===== src/rtl/shift_reg_gated_stall_pkg.sv =====
// Shared helpers for the stallable gated shift register.
package shift_reg_gated_stall_pkg;

    // Width of the occupancy counter: must hold 0..depth, and never shrinks below one bit.
    function automatic int unsigned cnt_width(input int unsigned depth);
        int unsigned w;
        w = $clog2(depth + 1);
        return (w == 0) ? 1 : w;
    endfunction

endpackage


===== src/rtl/shift_reg_gated_stall_stage.sv =====
// One stage of the stallable shift register: a valid flag that follows the enable,
// and a payload register that loads only on real beats so it maps onto a single ICG.
module shift_reg_gated_stall_stage
    import shift_reg_gated_stall_pkg::*;
#(
    parameter type dtype = logic
) (
    input  logic clk_i,
    input  logic rst_ni,
    input  logic en_i,
    input  logic flush_i,
    input  logic valid_i,
    input  dtype data_i,
    output logic valid_o,
    output dtype data_o
);

    logic load;

    // Bubbles and flushes never touch the payload, keeping it stable while stalled.
    assign load = en_i && valid_i && !flush_i;

    always_ff @(posedge clk_i or negedge rst_ni) begin
        if (!rst_ni) begin
            valid_o <= 1'b0;
        end else if (flush_i) begin
            valid_o <= 1'b0;
        end else if (en_i) begin
            valid_o <= valid_i;
        end
    end

    always_ff @(posedge clk_i or negedge rst_ni) begin
        if (!rst_ni) begin
            data_o <= '0;
        end else if (load) begin
            data_o <= data_i;
        end
    end

endmodule


===== src/rtl/shift_reg_gated_stall.sv =====
// Stallable, clock-gate-friendly shift register with valid/ready on both sides,
// optional bubble collapsing, synchronous flush and an occupancy count.
module shift_reg_gated_stall
    import shift_reg_gated_stall_pkg::*;
#(
    parameter int unsigned Depth          = 4,
    parameter type         dtype          = logic,
    parameter bit          BubbleCollapse = 1'b1,
    localparam int unsigned CntWidth      = cnt_width(Depth)
) (
    input  logic                clk_i,
    input  logic                rst_ni,
    input  logic                flush_i,
    input  logic                valid_i,
    output logic                ready_o,
    input  dtype                data_i,
    output logic                valid_o,
    input  logic                ready_i,
    output dtype                data_o,
    output logic [CntWidth-1:0] count_o
);

    if (Depth == 0) begin : gen_bypass
        // No storage: flush can only mask the upstream handshake.
        assign valid_o = valid_i;
        assign data_o  = data_i;
        assign ready_o = ready_i && !flush_i;
        assign count_o = '0;
    end else begin : gen_pipe
        logic [Depth:0]   en;
        logic [Depth-1:0] valid_q;
        logic [Depth-1:0] valid_d;
        dtype             data_q [Depth];
        dtype             data_d [Depth];
        logic [CntWidth-1:0] cnt;

        // Ready ripples back from the output; with collapsing an empty stage is
        // always willing to take a beat. This is a Depth-level combinational path.
        always_comb begin
            en        = '0;
            en[Depth] = ready_i;
            for (int i = int'(Depth) - 1; i >= 0; i--) begin
                en[i] = BubbleCollapse ? (!valid_q[i] || en[i+1]) : ready_i;
            end
        end

        for (genvar i = 0; i < Depth; i++) begin : gen_stage
            if (i == 0) begin : gen_head
                assign valid_d[i] = valid_i;
                assign data_d[i]  = data_i;
            end else begin : gen_link
                assign valid_d[i] = valid_q[i-1];
                assign data_d[i]  = data_q[i-1];
            end

            shift_reg_gated_stall_stage #(
                .dtype (dtype)
            ) u_stage (
                .clk_i   (clk_i),
                .rst_ni  (rst_ni),
                .en_i    (en[i]),
                .flush_i (flush_i),
                .valid_i (valid_d[i]),
                .data_i  (data_d[i]),
                .valid_o (valid_q[i]),
                .data_o  (data_q[i])
            );
        end

        always_comb begin
            cnt = '0;
            for (int i = 0; i < int'(Depth); i++) begin
                cnt = cnt + CntWidth'(valid_q[i]);
            end
        end

        assign ready_o = en[0] && !flush_i;
        assign valid_o = valid_q[Depth-1];
        assign data_o  = data_q[Depth-1];
        assign count_o = cnt;
    end

endmodule


===== config.mk =====
export PLATFORM = sky130hd
export DESIGN_NAME = shift_reg_gated_stall
export DESIGN_NICKNAME = d
export VERILOG_FILES = /design/src/rtl/shift_reg_gated_stall_pkg.sv /design/src/rtl/shift_reg_gated_stall_stage.sv /design/src/rtl/shift_reg_gated_stall.sv
export SDC_FILE = /design/constraint.sdc
export NUM_CORES = 1
export LEC_CHECK = 0
export CORE_AREA = 2 2 39 41
export CTS_CLUSTER_SIZE = 30
export DETAILED_ROUTE_END_ITERATION = 6
export DIE_AREA = 0 0 41 43
export PLACE_DENSITY = 0.58
export SYNTH_ARGS = -nofsm -noshare
export SYNTH_HDL_FRONTEND = slang
export SYNTH_SLANG_ARGS = --single-unit

===== constraint.sdc =====
create_clock -name clk_i -period 3.27 [get_ports clk_i]
set_input_delay 0.327 -clock clk_i [delete_from_list [all_inputs] [get_ports clk_i]]
set_output_delay 0.327 -clock clk_i [all_outputs]
set_load 0.02 [all_outputs]

## Word-level counts from Yosys, hierarchy flattened

Cells that the tools add are included.

- Register bits: 8
- Bits of input ports: 6
- Logic and storage cells: 41

- $add $sub $neg: 3
- Multiplexer cells: 8
- Reduce and logical (&&, ||, !) cells: 22

Operators by type and width:

| cell | count |
|---|---|
| $logic_and A1 B1 Y1 | 9 |
| $mux W1 | 8 |
| $reduce_bool A2 Y1 | 4 |
| $logic_not A1 Y1 | 5 |
| $logic_or A1 B1 Y1 | 4 |
| $add A2 B1 Y3 | 1 |
| $add A3 B1 Y3 | 1 |
| $add A1 B1 Y2 | 1 |

## Longest topological paths before layout

- Depth after elaboration: 7
- Gate-level depth with buffers: 5

## Hierarchy

Synthesis repeated with hierarchy kept, for this count alone.

- Cells, all modules: 38
- Area, all modules: 442.9 um^2

Modules (own cells, without submodules):

| module | times used | cells an instance | area each (um^2) |
|---|---|---|---|
| shift_reg_gated_stall_stage | 4 | 6 | 86.3 |
| shift_reg_gated_stall | 1 | 14 | 97.6 |

## Least setup slack after synthesis

Ideal clock, no wire load.

- Path kind: flip-flop to output port
- Start: register gen_pipe.gen_stage[3].u_stage.valid_o
- End: output port count_o[1]
- Arrival time: 1.643 ns
- Path slack: 1.300 ns
- Cell stages (with the launch flop): 6
- Cells stage by stage: dfrtp_1 -> inv_1 -> fa_1 -> inv_1 -> ha_1 -> ha_1

- Cells in the longest elaborated chain, start to end: 1

RTL lines:

| element | RTL line | RTL |
|---|---|---|
| from (decl) | shift_reg_gated_stall_stage.sv:14 | `output logic valid_o,` |
| from (signal assigned) | shift_reg_gated_stall_stage.sv:29 | `valid_o <= valid_i;` |
| $add A3 B1 Y3 | shift_reg_gated_stall.sv:73 | `cnt = cnt + CntWidth'(valid_q[i]);` |
| to (decl) | shift_reg_gated_stall.sv:20 | `output logic [CntWidth-1:0] count_o` |

No other way between the ends.

## Worst setup path in the final report

- Start: register gen_pipe.gen_stage[0].u_stage.valid_o
- End: output port count_o[1]

- Cells in the longest elaborated chain, start to end: 3

RTL lines:

| element | RTL line |
|---|---|
| from (decl) | shift_reg_gated_stall_stage.sv:14 |
| from (signal assigned) | shift_reg_gated_stall_stage.sv:29 |
| $add A1 B1 Y2 | shift_reg_gated_stall.sv:73 |
| $add A2 B1 Y3 | shift_reg_gated_stall.sv:73 |
| $add A3 B1 Y3 | shift_reg_gated_stall.sv:73 |

No other way between the ends.

==> summary.txt <==
Clock network
  • Clock slew at the register clock pins of the worst setup and hold paths: 50 ps
  • Clock Sink Count: 8
  • Clk_lat worst skew: 250 ps
  • Setup bufs post-CTS: 0
  • Hold-fix buffers, CTS: 0
  • CTS tree: yes
  • Longest Clk Path Bufs: 2
  • Resized cells post-CTS: 0
  • CTS root buf: clkbuf_4
  • Cts bufs inserted: 3
  • H-tree depth: 1

Synthesis
  • Distinct cells, synth: 17
  • Area leader, netlist: dfrtp_1
  • Syn Area/Cell: 11.63 sq um
  • Area contributors post-synth: dfrtp_1 47%, ha_1 5.8%, mux2_1 5.2%
  • Mapped Cells: 37
  • Mapped Area: 430.4 sq um
  • Register area share after synthesis: 46.51%
  • Synth top area share: 46.51%
  • Syn nets: 46
  • Yosys warning count: 0
  • Post-synthesis register bit count: 8

Floorplan
  • Vert. Die Dim: 43 um
  • Core Region: 1384 sq um
  • Row count: 14
  • Starting Density: 31.10%
  • Die Width: 41 um
  • IO Pins: 12
  • Die area: 1763 sq um

Timing
  • Final worst path period share: 81.11%
  • RSZ-0062 raised after global routing: false
  • Hold Vio Cnt, Final: 0
  • Final setup fails: 0
  • Final Skew: 2.819 ps
  • Worst Tran Pin Value: 361.5 ps
  • Minimum clock period: 2652 ps
  • Fmax: 0.3770 GHz
  • Final Max Slew Viols: 0
  • Relative slew slack: 75.83%
  • Total negative slack: 0 ps

Detailed routing
  • Post-DRT Antenna Nets: 0
  • Wirelength per Cell: 10.52 um
  • DRT iter0 DRCs: 0
  • First-pass DRT Iterations: 1
  • DRC viols: 0
  • Drt total wl: 694 um
  • Via density: 4.424
  • DR vias: 292

Final layout
  • Seq. cell area: 200.2 sq um
  • Area of the multi-input gates: 203.9 sq um
  • Area growth, synth to finish: 33.72%
  • Layout Nets: 61
  • Final Util: 41.59%
  • Share of post-route cells with drive strength above 1: 22.00%
  • Final-layout fill cell count: 134
  • Ant. Diodes: 0

Status
  • Status: finished clean

Hold path
  • Worst Hold Class: input pin to async pin

Placed design
  • Buffers on Ports: 11
  • DP HPWL: 552.7 um
  • Gpl congestion: 0.7048

GRT
  • GRT busiest layer: met1
  • First-pass GRT wire length: 1.235 mm
  • Largest net degree at the start of global routing: 10
  • Gr usage total: 10.96%
  • Vias in the first global route: 296
  • Initial antenna violation count: 0
  • Gr ovfl total: 0
  • Grt met2 use: 14.06%
  • GRT met3 Usage: 1.571%
  • GRT met1 Usage: 15.00%

Setup path
  • Max FO, Critical Path: 5
  • Max stage delay cell, worst path: clkdlybuf4s50_1
  • CP startpoint kind: register
  • WS Path Type: register to output pin
  • Critical-path cell list: inv_1 > fa_1 > inv_1 > ha_1 > ha_1 > clkdlybuf4s50_1
  • Worst path arrival time: 2330 ps
  • Critical path buffers and inverters: 3
  • CP Capture Type: output pin
  • CP peak stage delay: 590 ps
  • Top cell family by delay on the critical path: adder cells
  • Worst Path Required: 2940 ps

Run
  • Max_cap viols: 0

Pwr
  • Max rail drop VDD: 0.2078 mV
  • PwrDens: 447.1 nW/um^2
  • LEAKAGE: 0.2564 nW
worst register-to-register path, stage by stage (launching register included):
cell	delay [ps]
dfrtp_1	400
nor2b_2	190
a211oi_2	230
mux2_1	330
cell families after synthesis:
logic type / count (synthesis) / share of synthesized area, %
AO/OA/AOI/OAI: 5 / 8.429
flip-flops: 8 / 46.51
buffers and inverters: 6 / 6.106
adder cells (fa/ha/maj): 3 / 10.46
multiplexers: 4 / 11.34
AND/OR/NAND/NOR: 11 / 17.15
Yosys cell counts:
master,count
dfrtp_1,8
nor2_1,6
inv_1,5
a21oi_1,3
ha_1,2
mux2_1,2
a211oi_2,1
a21oi_2,1
and4b_4,1
buf_4,1
fa_1,1
mux2_2,1
mux2_4,1
nand2b_1,1
nor2b_2,1
nor3_2,1
nor3b_2,1
sequential cells by signal (all words and copies together), names as in the netlist:
signal	count
gen_pipe.gen_stage.u_stage.data_o	4
gen_pipe.gen_stage.u_stage.valid_o	4
path summary, 6_finish.rpt:
check / cells after the start / start / slack [ps] / endpoint
worst max-delay path: 6 / gen_pipe.gen_stage[0].u_stage.valid_o$_DFFE_PN0P_ / 620 / count_o[1]
worst min register to register: 1 / gen_pipe.gen_stage[2].u_stage.data_o$_DFFE_PN0P_ / 490 / gen_pipe.gen_stage[2].u_stage.data_o$_DFFE_PN0P_
worst max register to register: 3 / gen_pipe.gen_stage[3].u_stage.valid_o$_DFFE_PN0P_ / 2000 / gen_pipe.gen_stage[2].u_stage.data_o$_DFFE_PN0P_
worst min-delay path: 1 / rst_ni / 350 / gen_pipe.gen_stage[0].u_stage.data_o$_DFFE_PN0P_
max in group asynchronous: 1 / rst_ni / 2650 / gen_pipe.gen_stage[2].u_stage.data_o$_DFFE_PN0P_
min in group clk_i: 1 / gen_pipe.gen_stage[2].u_stage.data_o$_DFFE_PN0P_ / 490 / gen_pipe.gen_stage[2].u_stage.data_o$_DFFE_PN0P_
per-stage QoR:
stage               total power [mW]  hold WS, ps  worst slack (ps)  cell area [sq um]  instances
detailed placement            0.1860        476.5             862.5              553.0         63
global placement              0.1844        471.4             895.3              553.0         63
CTS                           0.2636        360.4             602.9              575.6         66
global route                  0.2775        381.5             484.3              575.6         66
floorplan                     0.1585        31.41              1300              430.4         37
finish                        0.2573        354.2             617.6              575.6         66
power breakdown:
part           internal [mW]  leakage, nW  switching [mW]
clock network         0.0419       0.0138          0.0323
logic                 0.0329        0.140          0.0258
registers              0.116        0.103         0.00853
cells in the final DEF, fill, tap and decap left out:
| cell | Yosys | layout |
|---|---|---|
| mux2_4 | 1 | 1 |
| and4b_4 | 1 | 1 |
| fa_1 | 1 | 1 |
| a21oi_2 | 1 | 1 |
| inv_1 | 5 | 5 |
| a21oi_1 | 3 | 3 |
| ha_1 | 2 | 2 |
| nor3b_2 | 1 | 1 |
| nor2b_2 | 1 | 1 |
| mux2_1 | 2 | 2 |
| dfrtp_1 | 8 | 8 |
| clkdlybuf4s50_1 | 0 | 11 |
| mux2_2 | 1 | 1 |
| nor2_1 | 6 | 6 |
| nand2b_1 | 1 | 1 |
| clkbuf_4 | 0 | 3 |
| a211oi_2 | 1 | 1 |
| nor3_2 | 1 | 1 |
per-layer routing:
| metal | vias up | wire length (um) |
|---|---|---|
| met4 | 0 | 0 |
| li1 | 149 | - |
| met5 | - | 0 |
| met1 | 134 | 330 |
| met3 | 0 | 37 |
| met2 | 9 | 327 |
area by class of cell:
type                            instances  share of cell area (%)
Clock buffer                            3                   3.913
Inverter                                5                   3.261
Multi-Input combinational cell         23                   35.43
Sequential cell                         8                   34.78
Tap cell                               16                   3.478
Timing Repair Buffer                   11                   19.13
Power figures use the tool's default switching activity.
